$ cat src/rtl/lsu_if.sv
// Request/response and data-memory signals of the load/store unit, grouped for port passing.
// slave is the lsu side; master is the execute stage plus memory side.
interface lsu_if #(
    parameter int unsigned ADDR_WIDTH = 10
);
    logic                  req_valid;
    logic                  req_ready;
    logic                  req_store;
    logic [1:0]            req_size;
    logic                  req_unsigned;
    logic [ADDR_WIDTH-1:0] req_addr;
    logic [31:0]           req_wdata;
    logic                  done;
    logic                  err;
    logic [31:0]           rdata;
    logic [ADDR_WIDTH-3:0] dm_addr;
    logic [31:0]           dm_wdata;
    logic                  dm_we;
    logic                  dm_re;
    logic [31:0]           dm_rdata;

    modport slave (
        input  req_valid, req_store, req_size, req_unsigned, req_addr, req_wdata, dm_rdata,
        output req_ready, done, err, rdata, dm_addr, dm_wdata, dm_we, dm_re
    );

    modport master (
        output req_valid, req_store, req_size, req_unsigned, req_addr, req_wdata, dm_rdata,
        input  req_ready, done, err, rdata, dm_addr, dm_wdata, dm_we, dm_re
    );
endinterface

$ cat src/rtl/lsu.sv
// Big-endian load/store unit in front of a word-only memory: sub-word stores use
// read-modify-write, sub-word loads are sign/zero-extended.
module lsu #(
    parameter int unsigned ADDR_WIDTH = 10
) (
    input  logic  clk,
    input  logic  rst,
    lsu_if.slave  bus
);
    typedef enum logic [2:0] {StIdle, StLoad, StRmwRd, StWrite, StDone} state_e;

    state_e                state_q;
    logic                  store_q;
    logic                  uns_q;
    logic [1:0]            size_q;
    logic [1:0]            off_q;
    logic [31:0]           wdata_q;
    logic [ADDR_WIDTH-3:0] dm_addr_q;
    logic [31:0]           dm_wdata_q;
    logic [31:0]           rdata_q;
    logic                  done_q;
    logic                  err_q;
    logic                  dm_we_q;
    logic                  dm_re_q;

    logic                  req_bad;
    logic [7:0]            ld_byte;
    logic [15:0]           ld_half;
    logic [31:0]           ld_ext;
    logic [31:0]           st_merge;

    always_comb begin
        req_bad = 1'b0;
        case (bus.req_size)
            2'b00:   req_bad = 1'b0;
            2'b01:   req_bad = bus.req_addr[0];
            2'b10:   req_bad = |bus.req_addr[1:0];
            default: req_bad = 1'b1;
        endcase
    end

    // Offset 0 is the most significant byte.
    always_comb begin
        ld_byte = 8'h00;
        case (off_q)
            2'd0:    ld_byte = bus.dm_rdata[31:24];
            2'd1:    ld_byte = bus.dm_rdata[23:16];
            2'd2:    ld_byte = bus.dm_rdata[15:8];
            default: ld_byte = bus.dm_rdata[7:0];
        endcase
        ld_half = off_q[1] ? bus.dm_rdata[15:0] : bus.dm_rdata[31:16];
        case (size_q)
            2'b00:   ld_ext = {{24{~uns_q & ld_byte[7]}}, ld_byte};
            2'b01:   ld_ext = {{16{~uns_q & ld_half[15]}}, ld_half};
            default: ld_ext = bus.dm_rdata;
        endcase
    end

    always_comb begin
        st_merge = bus.dm_rdata;
        if (size_q == 2'b00) begin
            case (off_q)
                2'd0:    st_merge[31:24] = wdata_q[7:0];
                2'd1:    st_merge[23:16] = wdata_q[7:0];
                2'd2:    st_merge[15:8]  = wdata_q[7:0];
                default: st_merge[7:0]   = wdata_q[7:0];
            endcase
        end else if (off_q[1]) begin
            st_merge[15:0] = wdata_q[15:0];
        end else begin
            st_merge[31:16] = wdata_q[15:0];
        end
    end

    always_ff @(posedge clk) begin
        if (rst) begin
            state_q    <= StIdle;
            store_q    <= 1'b0;
            uns_q      <= 1'b0;
            size_q     <= 2'b00;
            off_q      <= 2'b00;
            wdata_q    <= 32'h0;
            dm_addr_q  <= '0;
            dm_wdata_q <= 32'h0;
            rdata_q    <= 32'h0;
            done_q     <= 1'b0;
            err_q      <= 1'b0;
            dm_we_q    <= 1'b0;
            dm_re_q    <= 1'b0;
        end else begin
            done_q  <= 1'b0;
            err_q   <= 1'b0;
            dm_we_q <= 1'b0;
            dm_re_q <= 1'b0;
            unique case (state_q)
                StIdle: begin
                    if (bus.req_valid) begin
                        store_q   <= bus.req_store;
                        uns_q     <= bus.req_unsigned;
                        size_q    <= bus.req_size;
                        off_q     <= bus.req_addr[1:0];
                        wdata_q   <= bus.req_wdata;
                        dm_addr_q <= bus.req_addr[ADDR_WIDTH-1:2];
                        if (req_bad) begin
                            state_q <= StDone;
                            done_q  <= 1'b1;
                            err_q   <= 1'b1;
                        end else if (!bus.req_store) begin
                            state_q <= StLoad;
                            dm_re_q <= 1'b1;
                        end else if (bus.req_size == 2'b10) begin
                            state_q    <= StWrite;
                            dm_we_q    <= 1'b1;
                            dm_wdata_q <= bus.req_wdata;
                        end else begin
                            state_q <= StRmwRd;
                            dm_re_q <= 1'b1;
                        end
                    end
                end
                StLoad: begin
                    rdata_q <= ld_ext;
                    state_q <= StDone;
                    done_q  <= 1'b1;
                end
                StRmwRd: begin
                    dm_wdata_q <= st_merge;
                    state_q    <= StWrite;
                    dm_we_q    <= 1'b1;
                end
                StWrite: begin
                    state_q <= StDone;
                    done_q  <= 1'b1;
                end
                StDone: begin
                    state_q <= StIdle;
                end
                default: state_q <= StIdle;
            endcase
        end
    end

    // Gating with rst keeps strobes low during a reset cycle, so an aborted write never lands.
    assign bus.req_ready = (state_q == StIdle) & ~rst;
    assign bus.done      = done_q & ~rst;
    assign bus.err       = err_q & ~rst;
    assign bus.dm_we     = dm_we_q & ~rst;
    assign bus.dm_re     = dm_re_q & ~rst;
    assign bus.rdata     = rdata_q;
    assign bus.dm_addr   = dm_addr_q;
    assign bus.dm_wdata  = dm_wdata_q;
endmodule

$ cat src/flat_wrapper.sv
// flat-port wrapper written by rule: the top's interface ports become plain ports
module lsu_flat 
#(
    parameter int unsigned ADDR_WIDTH = 10
)
  (clk, rst, bus_req_valid, bus_req_store, bus_req_size, bus_req_unsigned, bus_req_addr, bus_req_wdata, bus_dm_rdata, bus_req_ready, bus_done, bus_err, bus_rdata, bus_dm_addr, bus_dm_wdata, bus_dm_we, bus_dm_re);
  lsu_if #(.ADDR_WIDTH(ADDR_WIDTH)) bus_i ();
  input  logic clk;
  input  logic rst;
  input wire logic [$bits(bus_i.req_valid)-1:0] bus_req_valid;
  input wire logic [$bits(bus_i.req_store)-1:0] bus_req_store;
  input wire logic [$bits(bus_i.req_size)-1:0] bus_req_size;
  input wire logic [$bits(bus_i.req_unsigned)-1:0] bus_req_unsigned;
  input wire logic [$bits(bus_i.req_addr)-1:0] bus_req_addr;
  input wire logic [$bits(bus_i.req_wdata)-1:0] bus_req_wdata;
  input wire logic [$bits(bus_i.dm_rdata)-1:0] bus_dm_rdata;
  output wire logic [$bits(bus_i.req_ready)-1:0] bus_req_ready;
  output wire logic [$bits(bus_i.done)-1:0] bus_done;
  output wire logic [$bits(bus_i.err)-1:0] bus_err;
  output wire logic [$bits(bus_i.rdata)-1:0] bus_rdata;
  output wire logic [$bits(bus_i.dm_addr)-1:0] bus_dm_addr;
  output wire logic [$bits(bus_i.dm_wdata)-1:0] bus_dm_wdata;
  output wire logic [$bits(bus_i.dm_we)-1:0] bus_dm_we;
  output wire logic [$bits(bus_i.dm_re)-1:0] bus_dm_re;
  assign bus_i.req_valid = bus_req_valid;
  assign bus_i.req_store = bus_req_store;
  assign bus_i.req_size = bus_req_size;
  assign bus_i.req_unsigned = bus_req_unsigned;
  assign bus_i.req_addr = bus_req_addr;
  assign bus_i.req_wdata = bus_req_wdata;
  assign bus_i.dm_rdata = bus_dm_rdata;
  assign bus_req_ready = bus_i.req_ready;
  assign bus_done = bus_i.done;
  assign bus_err = bus_i.err;
  assign bus_rdata = bus_i.rdata;
  assign bus_dm_addr = bus_i.dm_addr;
  assign bus_dm_wdata = bus_i.dm_wdata;
  assign bus_dm_we = bus_i.dm_we;
  assign bus_dm_re = bus_i.dm_re;
  lsu #(.ADDR_WIDTH(ADDR_WIDTH)) u_core (.clk(clk), .rst(rst), .bus(bus_i));
endmodule
$ cat config.mk
export PLATFORM = sky130hd
export DESIGN_NAME = lsu_flat
export DESIGN_NICKNAME = d
export VERILOG_FILES = /design/src/rtl/lsu_if.sv /design/src/rtl/lsu.sv /design/src/flat_wrapper.sv
export SDC_FILE = /design/constraint.sdc
export NUM_CORES = 1
export LEC_CHECK = 0
export CORE_ASPECT_RATIO = 0.75
export CORE_MARGIN = 1
export CORE_UTILIZATION = 51
export DETAILED_ROUTE_END_ITERATION = 12
export GPL_TIMING_DRIVEN = 0
export PLACE_DENSITY = 0.87
export SETUP_SLACK_MARGIN = 0.02
export SLEW_MARGIN = 25
export SYNTH_ARGS = -nofsm -noshare
export SYNTH_HDL_FRONTEND = slang
export SYNTH_SLANG_ARGS = --single-unit
$ cat constraint.sdc
create_clock -name clk -period 4.03 [get_ports clk]
set_input_delay 1.209 -clock clk [delete_from_list [all_inputs] [get_ports clk]]
set_output_delay 1.209 -clock clk [all_outputs]
set_load 0.05 [all_outputs]
==> results of run 1 <==
[where the power goes]
group / total, mW / internal, mW / switching [mW] / leakage (nW)
registers: 1.10 / 1.05 / 0.0434 / 0.815
clock network: 0.936 / 0.544 / 0.392 / 0.156
logic: 0.799 / 0.297 / 0.502 / 1.44
[per-layer routing]
metal / track usage / wire [um]
met4: 0.1151 / 450
met2: 0.5514 / 8017
met5: 0 / 0
met1: 0.4828 / 7529
met3: 0.07336 / 2056
[repair_timing]
item	4_1_cts	5_1_grt
resized for setup	12	8
endpoints found under the setup margin	5	5
cloned	0	0
buffers inserted	0	0
[synth_stat cells (11+ instances only)]
library cell / n
a21oi_1: 59
a311oi_1: 24
a32o_1: 16
buf_2: 15
clkbuf_1: 30
dfxtp_1: 100
mux2i_1: 11
nand2_1: 86
nand2b_1: 16
nor2_1: 57
nor3_1: 22
nor4_1: 12
o21ai_0: 25
[per-stage QoR]
step           hold slack [ns]  power, mW
6_report                0.4547      2.832
3_5_place_dp            0.4480      1.900
3_3_place_gp            0.4435      1.879
4_1_cts                 0.4580      2.807
2_1_floorplan           0.4312      1.599
5_1_grt                 0.4763      2.910
[critical path: stages]
cell	delay, ns
clkdlybuf4s50_1	0.57
or3_1	0.37
clkbuf_1	0.19
nor2_1	0.12
clkbuf_4	0.23
[cells by family after synthesis]
| logic type | share of synthesized area |
|---|---|
| compound gates | 0.3005 |
| flops | 0.3976 |
| simple gates | 0.2212 |
| mux | 0.02187 |
| buf+inv | 0.05890 |
[area by class of cell]
class                      instances  area, um^2
clock inverter                     6       87.58
buffer                            57       291.5
tap                              132       165.2
clock buffer                       9       225.2
multi-input combinational        444        2736
timing repair buffer             157        1549
inverter                           2       7.507
sequential                       100        2002
fill                             762        2555
[how the worst max path moves through the flow]
stage,startpoint,end,slack [ns]
finish,rst,bus_req_ready,0.12
global placement,rst,bus_req_ready,-0.45
global route,rst,bus_req_ready,0.04
floorplan,rst,bus_req_ready,0.48
detailed placement,rst,bus_req_ready,-0.44
CTS,rst,bus_dm_re,0.03
[flip-flops by register name, indices dropped and copies added (netlist names)]
name	flops
u_core.dm_re_q	1
u_core.state_q	3
u_core.off_q	2
u_core.err_q	1
u_core.bus.dm_addr	8
u_core.size_q	2
u_core.uns_q	1
u_core.bus.dm_wdata	32
u_core.done_q	1
u_core.dm_we_q	1
u_core.bus.rdata	32
u_core.wdata_q	16
[placed cells by master (no fill, tap or decap), types with 3 or more instances in the layout]
cell type	count
nand2_1	86
buf_4	7
a21oi_2	3
nand3_1	5
a211oi_1	10
o21ai_0	25
nand2b_1	16
nand3b_1	5
mux2i_1	11
nor2b_1	6
a311oi_1	24
clkbuf_1	28
buf_6	4
nor2_2	4
o21ba_2	8
a21oi_4	3
a211oi_2	10
clkdlybuf4s50_1	152
a21oi_1	59
nor4_1	12
clkbuf_16	9
nor2_1	57
dfxtp_1	100
nor3_1	22
o211ai_1	8
or3_1	3
o221ai_1	8
o31a_1	5
a32o_1	16
a32oi_1	7
clkbuf_2	6
buf_2	15
nor3b_1	4
==> metrics.txt, run 1 <==
FF-to-FF End=u_core.bus.rdata[19]; cts-stage hold buffer count=0; dpl hpwl=13790 um; Routed Antenna Nets=0; Die Y=88.05 um; WL per Instance=~20 um; dpl cells=892; root buffer cell=clkbuf_16; global-route wire length before repair=27230 um; FF-to-FF Start=u_core.state_q[0]; max cap viols=0; setup slack, reg-to-reg=1.93 ns; leading register cell type out of synthesis=dfxtp_1; Post-Route Utilization=0.7344; Crit Path Category=in2out; Critical Path Start Type=input pin; crit path max fanout=6; GRT overflow=0; Port Buf Inserts=157; hold path cells=2; Fin Clk Skew=between 0.007 and 0.008 ns; maximum VDD drop=0.2018 mV; TritonRoute pass-1 iters=7; Tmin final=3.914 ns; Fin Setup TNS=0 ns; Unique masters post-synth=55; Core ar.=9619 um^2; worst hold endpoint=u_core.bus.dm_addr[6]; Post-Synthesis Net Count=684; total CTS buffers=9; GP Congestion=around 1; width of the die=116.7 um; Mapped Cells=603; DRC viols=0; Worst Max-Slew Pin Slew=0.7805 ns; Area growth, synth to finish=40.31%; period utilization=0.9713; Setup-failing EPs final=0; layout cell share with drive strength beyond 1=0.1097; Final #Nets=852; GRT Total Usage=0.3514; RSZ-0062 raised after global routing=false; outcome=complete, no violations; WL final=18050 um; clock sinks=100; number of synthesized flops with an enable pin=0; Yosys top cell area share=0.3976; final cell count without fillers=907; CTS tree=done; CP endpoint kind=output pin; Power Dens Cells=400.9 nW/um^2; Worst Hold Launch=u_core.bus.dm_addr[6]; Initial Utilization=0.5234; Final Hold Fails=0; Min-Delay Path Class=reg2reg; ANT cells=0; placed cell areas=6771 um^2; number of placement rows=31; Top-Level Pins=158; Syn Area/Cell=8.350 um^2; post-synthesis register bit count=100; clock transition time at the flip-flop clock pins of the worst setup and hold paths=0.07 ns; Data required, critical path=2.82 ns; post-synth top area cell=dfxtp_1; largest cells by area after synthesis=dfxtp_1, nand2_1, a21oi_1; Yosys Warn Count=0; Clock Latency Late Sink=0.34 ns; Final Max Slew Viols=0; asr flop ratio synth=0; Iteration-0 DRC Markers=632; routed vias/inst=roughly 6.2; final instance area=between 7000 and 8000 um^2; largest net degree at the start of global routing=17; via count=about 5600; CTS Buffer Depth=2; Reg2Reg Depth=5; fin worst setup slack=0.1158 ns; Post-Place Worst Slack=-0.4379 ns; relative slew slack=0.4796; vias in the first global route=5288; die area=10280 um^2; static leakage=about 2.4 nW; # H-tree levels=3; critical path arrival=2.71 ns; Fmax=255.5 MHz; sequential fraction of the synthesis area=0.3976; initial antenna violation count=0; cell area after synthesis=5035 um^2
(Power assumes the default switching activity.)
==> run 2, diff against run 1 <==
Settings changed: PLACE_DENSITY 0.87 to 0.89, SKIP_CTS_REPAIR_TIMING set to 1.
==> run 2 against run 1 <==
  * Cell count is the same
  * Setup slack gained 0.32 ns
  * Die area is the same
  * Fmax grew 8.9%
  * Wire length grew 0.23%
  * Via count shrank 0.39%
  * Sequential power is essentially flat
  * Clock power shrank 7.6%
  * Clock skew grew 0.0013 ns
==> metrics.txt, run 2 (same netlist as run 1, synthesis figures left out) <==
vias in the first global route=around 5200; Buf+Inv Stages, Crit Path=3; Fin Clk Skew=0.008839 ns; Initial Utilization=0.5234; Final Max Slew Viols=0; crit path max fanout=6; clock transition time at the flip-flop clock pins of the worst setup and hold paths=roughly 0.06 ns; DRC viols=0; Die Y=88.05 um; width of the die=116.7 um; slowest CP cell=or3_1; Power Dens Cells=just under 400 nW/um^2; Routed Antenna Nets=0; global-route wire length before repair=between 20000 and 30000 um; GP Congestion=roughly 0.96; largest net degree at the start of global routing=17; total CTS buffers=9; layout cell share with drive strength beyond 1=0.1045; Core ar.=9619 um^2; die area=10280 um^2; Critical Path Max Stage Delay=roughly 0.35 ns; Crit Path Category=in2out; initial antenna violation count=0; WL per Instance=19.95 um; Setup-failing EPs final=0; filler cell count=730; Top-Level Pins=approximately 160; Data required, critical path=2.82 ns; max cap viols=0; Fmax=278.3 MHz; period utilization=0.8916; GRT overflow=0; routed vias/inst=6.178; Port Buf Inserts=157; Clock Latency Late Sink=0.35 ns; Tmin final=3.593 ns; outcome=complete, no violations; critical path arrival=2.38 ns; relative slew slack=0.4890; Final Hold Fails=0; dpl hpwl=13720 um; via count=about 5600; maximum VDD drop=0.2302 mV; # H-tree levels=3; most common cell after layout, fill and taps aside=clkdlybuf4s50_1; ANT cells=0; CTS tree=done; CTS Buffer Depth=2; Critical Path Start Type=input pin; WL final=~18000 um; root buffer cell=clkbuf_16; CP endpoint kind=output pin; Iteration-0 DRC Markers=789; GRT Total Usage=0.3488; most frequent cells in the layout=clkdlybuf4s50_1, dfxtp_1, nand2_1; clock sinks=100; family with the most delay on the worst path=buffers and inverters; static leakage=2.476 nW; TritonRoute pass-1 iters=6; Final #Nets=852; Min-Delay Path Class=reg2reg; Post-Route Utilization=0.7354; RSZ-0062 raised after global routing=false; Worst Max-Slew Pin Slew=0.7665 ns; number of placement rows=31; Area growth, synth to finish=40.51%; CP cell instances=dlymetal6s2s_1 -> or3_1 -> clkbuf_1 -> nor2_1 -> clkbuf_4; worst hold slack=between 0.4 and 0.5 ns
run 2: cell type report:
type,instances,area (um^2),area share
Buffer,57,291.5,0.04121
Clock buffer,9,225.2,0.03184
Clock inverter,6,65.06,0.009197
Tap cell,132,165.2,0.02335
Inverter,2,7.507,0.001061
Sequential cell,100,2002,0.2830
Timing Repair Buffer,157,1582,0.2236
Multi-Input combinational cell,444,2736,0.3868
run 2: path summary, 6_finish.rpt:
kind | startpoint | endpoint | slack (ns) | cells past startpoint
hold / removal | u_core.bus.dm_addr[5] | u_core.bus.dm_addr[5] | 0.46 | 2
hold reg to reg | u_core.bus.dm_addr[5] | u_core.bus.dm_addr[5] | 0.46 | 2
setup reg to reg | u_core.state_q[0] | u_core.bus.rdata[14] | 1.82 | 4
setup / recovery | rst | bus_req_ready | 0.44 | 5
run 2: layer usage:
metal / vias to the layer above / part of all wire / GRT usage
li1: 2546 / - / -
met2: 355 / 0.46 / 0.5627
met5: - / 0 / 0
met4: 0 / 0.020 / 0.1070
met1: 2656 / 0.42 / 0.4570
met3: 46 / 0.10 / 0.09412
run 2: where the power goes:
group | leakage [nW] | internal, mW | switching [mW] | total [mW]
combinational | 1.52 | 0.298 | 0.504 | 0.802
sequential | 0.815 | 1.05 | 0.0421 | 1.10
clock | 0.142 | 0.479 | 0.386 | 0.865
total | 2.48 | 1.83 | 0.932 | 2.76
run 2: stage by stage:
step	setup slack [ns]	TNS, ns	power [mW]	cells	area [um^2]
5_1_grt	0.3941	0	2.846	907	7074
6_report	0.4369	0	2.763	907	7074
3_3_place_gp	-0.4636	-2.228	1.878	892	6771
4_1_cts	-0.4752	-2.116	2.743	907	7062
3_5_place_dp	-0.4634	-2.071	1.897	892	6771
2_1_floorplan	0.4840	0	1.599	603	5035
run 2: worst register-to-register path, cell delays in order (launching register included):
cell and delay [ns]:
dfxtp_1 0.46, nor3b_2 0.67, clkbuf_1 0.46, nor2_1 0.11, a311oi_1 0.37
